**config.mk**
```make
export PLATFORM = sky130hd
export DESIGN_NAME = fft_stage_sequencer
export DESIGN_NICKNAME = d
export VERILOG_FILES = /design/src/rtl/fft_stage_sequencer.sv
export SDC_FILE = /design/constraint.sdc
export NUM_CORES = 1
export LEC_CHECK = 0
export CAP_MARGIN = 10
export CORE_MARGIN = 3
export CORE_UTILIZATION = 45
export CTS_CLUSTER_DIAMETER = 120
export DETAILED_ROUTE_END_ITERATION = 12
export DONT_BUFFER_PORTS = 1
export GPL_ROUTABILITY_DRIVEN = 0
export PLACE_DENSITY_LB_ADDON = 0.12
export SYNTH_ARGS = -nofsm -noshare
export SYNTH_HDL_FRONTEND = slang
export SYNTH_SLANG_ARGS = --single-unit
```
**constraint.sdc**
```tcl
create_clock -name clk -period 10.9 [get_ports clk]
set_clock_uncertainty 0.05 [all_clocks]
set_input_delay 1.635 -clock clk [delete_from_list [all_inputs] [get_ports clk]]
set_output_delay 1.635 -clock clk [all_outputs]
set_load 0.02 [all_outputs]
```
**src/rtl/fft_stage_sequencer.sv**
```systemverilog
// Address and control sequencer for one radix-2 FFT stage (DIF or DIT ordering).
// Issues one coefficient pair per cycle and replays the pair addresses for in-place writeback.
module fft_stage_sequencer #(
  parameter int LOGN        = 10,
  parameter int RD_LATENCY  = 1,
  parameter int BTF_LATENCY = 12
) (
  input  logic                       clk,
  input  logic                       rst,
  input  logic                       start,
  input  logic                       dif_dit,
  input  logic [$clog2(LOGN+1)-1:0]  stage,
  output logic                       rd_en,
  output logic [LOGN-1:0]            rd_addr_a,
  output logic [LOGN-1:0]            rd_addr_b,
  output logic [LOGN-2:0]            tw_addr,
  output logic                       btf_valid,
  output logic                       btf_dif_dit,
  output logic                       wr_en,
  output logic [LOGN-1:0]            wr_addr_a,
  output logic [LOGN-1:0]            wr_addr_b,
  output logic                       busy,
  output logic                       done,
  output logic                       err
);

  localparam int LW = $clog2(LOGN);
  localparam int L  = RD_LATENCY + BTF_LATENCY;
  localparam int CW = $clog2(L);
  localparam logic [LOGN-1:0] HALF = LOGN'(1'b1) << (LOGN - 1);

  typedef enum logic [1:0] {
    IDLE   = 2'd0,
    ISSUE  = 2'd1,
    DRAIN  = 2'd2,
    FINISH = 2'd3
  } state_t;

  state_t           state_r;
  logic [LOGN-1:0]  k_r;
  logic [LW-1:0]    ld_r;
  logic [CW-1:0]    cnt_r;
  logic [LW-1:0]    ld_in_s;
  logic             stage_ok_s;
  logic             rv_r [RD_LATENCY];
  logic [2*LOGN:0]  wp_r [L];

  function automatic logic [LOGN-1:0] pair_mask(input logic [LW-1:0] ld);
    return (LOGN'(1'b1) << ld) - LOGN'(1'b1);
  endfunction

  // The even address is k with a zero bit inserted at position ld.
  function automatic logic [LOGN-1:0] addr_even(input logic [LOGN-1:0] k, input logic [LW-1:0] ld);
    logic [LOGN-1:0] m;
    m = pair_mask(ld);
    return ((k & ~m) << 1) | (k & m);
  endfunction

  function automatic logic [LOGN-2:0] tw_of(input logic [LOGN-1:0] k, input logic [LW-1:0] ld);
    logic [LOGN-1:0] t;
    t = (k & pair_mask(ld)) << (LOGN - 1 - int'(ld));
    return t[LOGN-2:0];
  endfunction

  // Decode the requested stage into log2 of the pair distance.
  always_comb begin
    stage_ok_s = (int'(stage) < LOGN);
    if (dif_dit) begin
      ld_in_s = LW'(stage);
    end else begin
      ld_in_s = LW'(LOGN - 1 - int'(stage));
    end
  end

  // Stage control FSM with registered read-side and status outputs.
  always_ff @(posedge clk or posedge rst) begin
    if (rst) begin
      state_r     <= IDLE;
      k_r         <= '0;
      ld_r        <= '0;
      cnt_r       <= '0;
      rd_en       <= 1'b0;
      rd_addr_a   <= '0;
      rd_addr_b   <= '0;
      tw_addr     <= '0;
      btf_dif_dit <= 1'b0;
      busy        <= 1'b0;
      done        <= 1'b0;
      err         <= 1'b0;
    end else begin
      done <= 1'b0;
      case (state_r)
        IDLE: begin
          if (start) begin
            btf_dif_dit <= dif_dit;
            err         <= ~stage_ok_s;
            ld_r        <= ld_in_s;
            k_r         <= LOGN'(1'b1);
            if (stage_ok_s) begin
              state_r   <= ISSUE;
              rd_en     <= 1'b1;
              rd_addr_a <= '0;
              rd_addr_b <= LOGN'(1'b1) << ld_in_s;
              tw_addr   <= '0;
              busy      <= 1'b1;
            end else begin
              state_r <= FINISH;
              done    <= 1'b1;
            end
          end
        end
        ISSUE: begin
          if (k_r == HALF) begin
            state_r   <= DRAIN;
            rd_en     <= 1'b0;
            rd_addr_a <= '0;
            rd_addr_b <= '0;
            tw_addr   <= '0;
            cnt_r     <= '0;
          end else begin
            rd_addr_a <= addr_even(k_r, ld_r);
            rd_addr_b <= addr_even(k_r, ld_r) | (LOGN'(1'b1) << ld_r);
            tw_addr   <= tw_of(k_r, ld_r);
            k_r       <= k_r + LOGN'(1'b1);
          end
        end
        DRAIN: begin
          // The last pair leaves the writeback pipe after exactly L drain cycles.
          if (cnt_r == CW'(L - 1)) begin
            state_r <= FINISH;
            busy    <= 1'b0;
            done    <= 1'b1;
          end else begin
            cnt_r <= cnt_r + CW'(1'b1);
          end
        end
        FINISH: begin
          state_r <= IDLE;
        end
        default: begin
          state_r <= IDLE;
          rd_en   <= 1'b0;
          busy    <= 1'b0;
        end
      endcase
    end
  end

  // Read-latency delay line for the butterfly input valid.
  always_ff @(posedge clk or posedge rst) begin
    if (rst) begin
      for (int i = 0; i < RD_LATENCY; i++) rv_r[i] <= 1'b0;
    end else begin
      rv_r[0] <= rd_en;
      for (int i = 1; i < RD_LATENCY; i++) rv_r[i] <= rv_r[i-1];
    end
  end

  // Writeback delay line carrying strobe and pair addresses through read and butterfly latency.
  always_ff @(posedge clk or posedge rst) begin
    if (rst) begin
      for (int i = 0; i < L; i++) wp_r[i] <= '0;
    end else begin
      wp_r[0] <= {rd_en, rd_addr_a, rd_addr_b};
      for (int i = 1; i < L; i++) wp_r[i] <= wp_r[i-1];
    end
  end

  assign btf_valid                        = rv_r[RD_LATENCY-1];
  assign {wr_en, wr_addr_a, wr_addr_b}    = wp_r[L-1];

endmodule
```
# After elaboration in Yosys (flattened, before gate mapping)
# Cells that the tools add are included.
# Widths: inputs -> output; s select.
[classes]
add_sub_neg = 5
order_cmp = 1
n_eq_ne = 11
n_shift = 3
n_mux = 34
bitwise_logic = 6
n_reduce_logical = 11
[ops]
columns = ["op", "n"]
rows = [
  ["$mux 10", 8],
  ["$pmux 10 s2", 3],
  ["$shl 10x32->9", 1],
  ["$mux 9", 3],
  ["$or 10x10->10", 2],
  ["$shl 1x4->10 const A", 2],
  ["$pmux 9 s2", 1],
  ["$mux 4", 3],
  ["$ne 2x2->1 const B", 6],
  ["$reduce_and 3->1", 4],
  ["$add 10x1->10 const B", 1],
  ["$and 10x10->10", 1],
  ["$eq 10x10->1 const B", 1],
  ["$sub 10x1->10 const B", 1],
  ["$and 9x9->9", 1],
  ["$not 9->9", 1],
  ["$mux 2", 4],
  ["$pmux 2 s4", 1],
  ["$pmux 4 s2", 1],
  ["$reduce_and 4->1", 2],
  ["$mux 1", 7],
  ["$pmux 1 s2", 3],
  ["$reduce_bool 2->1", 3],
  ["$sub 4x4->5 const A", 1],
  ["other kinds (9)", 10],
]
[totals]
reg_bits = 328
in_bits = 8
output_inout_bits = 56
word_cells = 97

# Longest topological paths before layout
# Gate-level depths: netlist (run 1).
[logic_depth]
word_depth = 8
depth_mapped = 11
mapped_depth_nobuf = 9

# Worst setup path after synthesis (run 1)
# OpenSTA, ideal clock, no wires.
[synth_path]
path_type = "input to register"
from = "input stage[1]"
to = "register tw_addr[1]"
setup_ns = 0.083
arrival_ns = 2.891
required_time_ns = 10.767
setup_slack_ns = 7.876
path_stages = 5
path_buffers = 0
path_cell_list = "o21ai_1 -> a31oi_1 -> nor3_1 -> nand2_1 -> o21ai_0"
[synth_via]
elab_chain_len = 3
[synth_lines]
columns = ["item", "line_no", "text"]
rows = [
  ["start: declaration", "12", "input logic [$clog2(LOGN+1)-1:0] stage,"],
  ["$lt 4x4->1", "67", "stage_ok_s = (int'(stage) < LOGN);"],
  ["$ne 2x2->1 (no source line)", "n/a", ""],
  ["$reduce_and 3->1 (no source line)", "n/a", ""],
  ["end signal: assignment", "123", "tw_addr <= tw_of(k_r, ld_r);"],
  ["end: declaration", "16", "output logic [LOGN-2:0] tw_addr,"],
]
# No other way between the ends.
# A chain may end at the register's enable or synchronous reset.

# Final worst setup path (run 1)
[layout_path]
from = "register ld_r[0]"
to = "register rd_addr_b[9]"
[layout_via]
elab_chain_len = 8
word_cells_on_any_way = 9
cone_classes = "1 x add/sub; 1 x shift; 2 x mux; 5 x bitwise"
[layout_lines]
columns = ["item", "line_no", "text"]
rows = [
  ["start: declaration", "41", "logic [LW-1:0] ld_r;"],
  ["start signal: assignment", "97", "ld_r <= ld_in_s;"],
  ["$shl 1x4->10 *", "49, 122", ""],
  ["$sub 10x1->10", "49", "return (LOGN'(1'b1) << ld) - LOGN'(1'b1);"],
  ["$not 9->9", "56", "return ((k & ~m) << 1) | (k & m);"],
  ["$and 9x9->9", "56", ""],
  ["$or 10x10->10", "56", ""],
  ["$or 10x10->10 *", "122", "rd_addr_b <= addr_even(k_r, ld_r) | (LOGN'(1'b1) << ld_r);"],
  ["$mux 10 *", "113", "if (k_r == HALF) begin"],
  ["$pmux 10 s2 *", "92", "case (state_r)"],
  ["end signal: assignment", "103", "rd_addr_b <= LOGN'(1'b1) << ld_in_s;"],
  ["end signal: assignment", "122", ""],
  ["end: declaration", "15", "output logic [LOGN-1:0] rd_addr_b,"],
]
# Every way passes the cells marked *; elsewhere a longest branch is shown, timed or not.

==> results.cfg, run 1 <==
[synth]
postSynthAreaPerCell_um2 = 15.1
synth.yosys.warnings = 0
cells_taking_the_most_area_after_synthesis = dfrtp_1 (79%), o21ai_0 (1.8%), nand2_1 (1.6%), buf_4 (1.5%), ha_1 (1.2%)
synthDominantCellAreaShare = 0.786
synth_sequential_area_ratio = 0.786
post_synth_instance_area_um2 = 10400
syn-instance-count = 689
ys.flop_type = dfrtp_1
yosys_register_bits = 327
postSynthNetCount = 707
yosysUniqueCellTypes = 59
synth-async-reset-ratio = 1.00
post-synth-top-area-cell = dfrtp_1
synth_edf_count = 0

[hold_path]
worst_hold_path_type = register to register

[cts]
clk_pin_slew_ns = 0.06
cts_post_setup_buffers_inserted = 0
cts_root_buf = clkbuf_16
cts.repair.resized = 0
post_cts_hold_buffer_count = 0
cts_max_level = 2
clock_latency_ns = 0.50
cts-buffers-inserted = 34
tritoncts = built
cts_sinks = 327
clk_path_buf_depth = 3

[run_status]
outcome = finished, final reports clean

[floorplanning]
std_cell_rows = 55
start_util = 0.458
placeableCoreArea_um2 = 22700
io_pins = 64
design.die.area_um2 = 25000
die_w_um = 158
floorplan.die.height_um = 158

[drt]
top_routing_layer_used = met4
first_pass_iteration_count_of_the_detailed_router = 6
vias_per_cell = 5.21
dr.first_iter.drc_count = 558
routed-via-count = 5147
avgRoutedWirePerCell_um = 16.9
detail_route.wirelength.met1_um = 6830
postRouteAntennaNets = 0
wirelength_um = 16700
remaining_drc_errors = 0
wl_met3_um = 1000
route.met2.wl_um = 8300

[timing]
achievable-frequency_mhz = 300
fin_crit_sh = 0.306
report.final.slew_viol_count = 0
fin_tns_setup_ns = 0
setup_viol = 0
period_needed_ns = 3.34
relSlewSlack = 0.268
setup_slack_ns = 7.56
final-hold-violation-count = 0
worst-slew-pin-transition_ns = 1.10
rsz0062_at_grt = no

[job]
max_cap_violations = 0

[placed_design]
dp_hpwl_um = 10400
place_inst = 927
place_ws_ns = 7.33
place.port_buffers = 0

[critical_path]
crit_path_max_incr_delay_ns = 0.93
cp-start-kind = register
cp.buffers_inverters = 0
critical-path-slowest-cell = dfrtp_1
crit_path_cell_chain = nor2_1 > nand2_1 > ha_1 > nor3b_1 > o22ai_1 > a22oi_1 > a21oi_1 > a221o_1
end_kind = register
timing_worst_setup_path_type = register to register
critPathTopFamily = flip-flops
arrival_ns = 3.66
path_max_fanout = 31
worst_ep_required_time_ns = 11.23

[power]
comb_power_share = 0.012
internal_power_w = 0.00188
power.sequential.fraction = 0.520
power-per-cell-area_nw_per_um2 = 201
worst_ir_drop_vdd_uv = 103
p_sw_w = 0.000460
p_sw_frac = 0.197
clock_power_share = 0.468
p_leak_nw = 5.17

[global_routing]
largest_net_degree_at_the_start_of_global_routing = 170
grt_first_pass_wirelength_um = 27800
via_count_of_the_first_global_routing_pass = 5200
global_route.overflow_total = 0
grt_antenna_before_repair = 1
grt_use_total = 0.140

[cells_and_area]
number_of_standard_cells_in_the_layout_taps_in_and_fillers_out = 988
post_route_cells_drive_above_1_share = 0.0954
synthToLayoutAreaGrowth_pct = 11.6
filler_cell_count = 1873
layout.core_utilization = 0.511
number_of_nets_in_the_layout = 696
[flip-flops by register name, summed over array words and instances, names as in the netlist]
register	flops
err	1
state_r	2
cnt_r	4
wr_en	1
btf_valid	1
tw_addr	9
wr_addr_b	10
rd_addr_b	10
done	1
btf_dif_dit	1
wr_addr_a	10
ld_r	4
busy	1
k_r	10
rd_addr_a	10
wp_r	251
rd_en	1
[layout by cell type (no fill, tap or decap), types with 5 or more instances in the layout]
cell type	instances
nor2b_1	8
nand2_1	45
nor2_1	22
a32oi_1	5
dfrtp_1	327
nor3_1	9
a22o_1	6
clkbuf_1	11
a21oi_1	22
ha_1	10
o21ai_0	38
nand2b_1	7
clkbuf_8	6
inv_1	19
clkbuf_16	35
a31oi_1	6
o211ai_1	5
nand3_1	8
xor2_1	6
a22oi_1	10
xnor2_1	5
nor3b_1	6
mux2i_1	7
[area by class of cell]
cell class	instances	area, um^2	area share
repair buffers	3	22.5	0.00194
inverters	20	82.6	0.00711
multi-input cells	292	1870	0.161
diodes	1	2.50	0.000215
well taps	285	357	0.0307
clock inverters	8	93.8	0.00808
clock buffers	52	1000	0.0861
flip-flops and latches	327	8180	0.705
[power groups by stage]
stage,registers [W],clock network [W],logic [W]
finish,0.00121,0.00109,0.0000289
global route,0.00121,0.00119,0.0000350
CTS,0.00121,0.00113,0.0000311
detailed placement,0.00124,0,0.0000310
global placement,0.00124,0,0.0000294
floorplan,0.00124,0,0.0000231
[per-stage QoR]
step | hold slack [ns] | total power (W) | cell area (um^2)
after floorplan | 0.281 | 0.00126 | 10400
after global placement | 0.281 | 0.00127 | 10500
after detailed placement | 0.285 | 0.00127 | 10500
after CTS | 0.286 | 0.00238 | 11600
after global routing | 0.292 | 0.00243 | 11600
final | 0.291 | 0.00234 | 11600
[metal layers]
metal / track usage / vias to the layer above
met5: 0 / -
met4: 0.0569 / 0
met3: 0.0416 / 50
met2: 0.226 / 155
met1: 0.179 / 2633
li1: - / 2309
[worst register-to-register path, stage by stage, from the launching register on]
cell and delay, ns:
dfrtp_1 0.93, nor2_1 0.30, nand2_1 0.17, ha_1 0.57, nor3b_1 0.40, o22ai_1 0.13
a22oi_1 0.29, a21oi_1 0.11, a221o_1 0.26
[final timing paths]
| path | start | end | slack [ns] | depth (start not counted) |
|---|---|---|---|---|
| worst max-delay path | ld_r[0] | rd_addr_b[9] | 7.56 | 8 |
| worst min register to register | wp_r[110] | wp_r[89] | 0.29 | 0 |
| worst min-delay path | wp_r[110] | wp_r[89] | 0.29 | 0 |
| min in group asynchronous | rst | wr_addr_b[9] | 1.17 | 1 |
| max in group asynchronous | rst | rd_addr_b[4] | 7.96 | 2 |
| worst max register to register | ld_r[0] | rd_addr_b[9] | 7.56 | 8 |
[synth_stat cells (all sizes together), types with 6 or more instances]
cell type  number
xor2            6
o21ai          40
clkbuf         22
a31oi           7
a22o            6
mux2i           7
nor2b           8
nor2           22
inv            20
nor3b           6
nand2          45
dfrtp         327
a22oi          10
nand2b          7
nand3           9
ha             10
a21oi          22
buf            28
nor3            9
[kinds of logic (layout without fill, tap and decap cells)]
kind of cell               count (synthesis)  count (layout)  share of synthesized area
DFF                                      327             327                      0.786
AOI/OAI and AO/OA                        131             131                     0.0843
and+or+nand+nor                          129             129                     0.0625
buffers and inverters                     70              83                     0.0345
xor gates and xnor gates                  11              11                    0.00925
muxes                                     11              11                     0.0114
adders and majority gates                 10              10                     0.0120
other                                      0               1                          0
Power figures use the tool's default switching activity.
==> inputs of run 2 (changes only) <==
==> constraint.sdc (replaced) <==
create_clock -name clk -period 2.82 [get_ports clk]
set_clock_uncertainty 0.05 [all_clocks]
set_input_delay 0.423 -clock clk [delete_from_list [all_inputs] [get_ports clk]]
set_output_delay 0.423 -clock clk [all_outputs]
set_load 0.02 [all_outputs]
==> run 2 against run 1 <==
- total power rose to 3.9 times the previous value
- first-iteration DRC count up 8.8%
- worst hold slack worse by 0.26 ns
- cell area is 1.5% higher
- critical path type unchanged
- largest cell class unchanged
==> results.cfg, run 2 (synthesis gave the netlist of run 1 again) <==
[cells_and_area]
layout.cells.most_common_list = dfrtp_1 (327), nand2_1 (45), o21ai_0 (38), clkbuf_16 (35)
largest_register_ff_count = 251
synthToLayoutAreaGrowth_pct = 13.2
number_of_nets_in_the_layout = 709
post_route_cells_drive_above_1_share = 0.114
regMostFlops = wp_r
postLayoutCellArea_um2 = 11800
final_common_cell = dfrtp_1
diodes = 0

[hold_path]
worst_hold_path_type = input port to register
hold_path.startpoint = dif_dit

[power]
internal_power_w = 0.00733
worst_ir_drop_vdd_uv = 372
p_leak_nw = 5.26
comb_power_share = 0.014
p_sw_frac = 0.197
power-per-cell-area_nw_per_um2 = 774
p_sw_w = 0.00180
power.sequential.fraction = 0.514
clock_power_share = 0.471

[global_routing]
largest_net_degree_at_the_start_of_global_routing = 79
global_route.overflow_total = 0
grt_antenna_before_repair = 0
grt_first_pass_wirelength_um = 28100
via_count_of_the_first_global_routing_pass = 5522
grt_use_total = 0.142

[floorplanning]
die_w_um = 158
std_cell_rows = 55
floorplan.die.height_um = 158
io_pins = 64
start_util = 0.458
design.die.area_um2 = 25000
placeableCoreArea_um2 = 22700

[drt]
routed-via-count = 5232
dr.first_iter.drc_count = 607
postRouteAntennaNets = 0
wirelength_um = 16900
vias_per_cell = 5.22
first_pass_iteration_count_of_the_detailed_router = 5
avgRoutedWirePerCell_um = 16.9
remaining_drc_errors = 0

[placed_design]
detailed_place.area_um2 = 10700
dp_hpwl_um = 11000
place_ws_ns = 0.331
place.port_buffers = 0

[cts]
cts.repair.resized = 0
cts_max_level = 2
cts_post_setup_buffers_inserted = 0
tritoncts = built
clock_latency_ns = 0.49
clk_path_buf_depth = 3
clk_pin_slew_ns = 0.06
cts_sinks = 327
cts-buffers-inserted = 34
cts_root_buf = clkbuf_16
post_cts_hold_buffer_count = 1

[critical_path]
path_max_fanout = 17
cp.buffers_inverters = 1
ff2ff_setup_slack_ns = 0.28
critPathTopFamily = compound AO/OA/AOI/OAI gates
crit_path_max_incr_delay_ns = 0.48
timing_worst_setup_path_type = register to register
arrival_ns = 2.87
worst_ep_required_time_ns = 3.15
crit_path_cell_chain = inv_1 > nor2_1 > nand2_1 > ha_1 > nor3b_1 > o22ai_1 > a22oi_1 > a21oi_1 > a221o_1
cp-start-kind = register
critical_path.reg2reg.startpoint = ld_r[0]
critical-path-slowest-cell = ha_1
end_kind = register
worst_setup_path_startpoint = ld_r[0]

[timing]
relSlewSlack = 0.495
worst-slew-pin-transition_ns = 0.751
fin_crit_sh = 0.901
rsz0062_at_grt = no
setup_viol = 0
report.final.slew_viol_count = 0
setup_slack_ns = 0.279
period_needed_ns = 2.54
achievable-frequency_mhz = 394
final-hold-violation-count = 0

[run_status]
outcome = finished, final reports clean

[job]
max_cap_violations = 0
run 2: routing by layer:
layer | GRT usage | share of wire
met2 | 0.229 | 0.50
met5 | 0 | 0
met4 | 0.0672 | 0.039
met1 | 0.175 | 0.39
met3 | 0.0440 | 0.071
run 2: area by class of cell:
type	instances	area [um^2]
clock inverters	9	98.8
multi-input cells	292	1870
flip-flops and latches	327	8180
repair buffers	16	173
fillers	1892	10900
inverters	20	78.8
clock buffers	53	1020
well taps	285	357
run 2: final timing paths:
path	endpoint	depth (start not counted)
setup / recovery	rd_addr_b[9]	9
hold / removal	btf_dif_dit	1
setup reg to reg	rd_addr_b[9]	9
hold reg to reg	wp_r[210]	0
max in group asynchronous	wp_r[140]	3
min in group asynchronous	wp_r[22]	2
run 2: power groups by stage:
stage / sequential [W] / clock [W] / combinational, W
2_1_floorplan: 0.00478 / 0 / 0.0000901
3_3_place_gp: 0.00478 / 0 / 0.000130
3_5_place_dp: 0.00478 / 0 / 0.000137
4_1_cts: 0.00469 / 0.00447 / 0.000139
5_1_grt: 0.00469 / 0.00468 / 0.000154
6_report: 0.00469 / 0.00430 / 0.000129
run 2: stage by stage:
step | std cells | utilization | setup TNS, ns | hold slack, ns | power (W)
floorplan | 689 | - | -659.79 | 0.281 | 0.00487
global placement | 939 | 0.469 | 0 | 0.281 | 0.00491
detailed placement | 939 | 0.469 | 0 | 0.285 | 0.00491
CTS | 1002 | 0.519 | 0 | 0.0118 | 0.00930
global route | 1002 | 0.519 | 0 | 0.0191 | 0.00952
finish | 1002 | 0.519 | 0 | 0.0318 | 0.00912
run 2: worst register-to-register path, cell delays in order (launching register included):
cell,delay [ns]
dfrtp_1,0.42
inv_1,0.13
nor2_1,0.09
nand2_1,0.08
ha_1,0.48
nor3b_1,0.44
o22ai_1,0.13
a22oi_1,0.25
a21oi_1,0.09
a221o_1,0.26
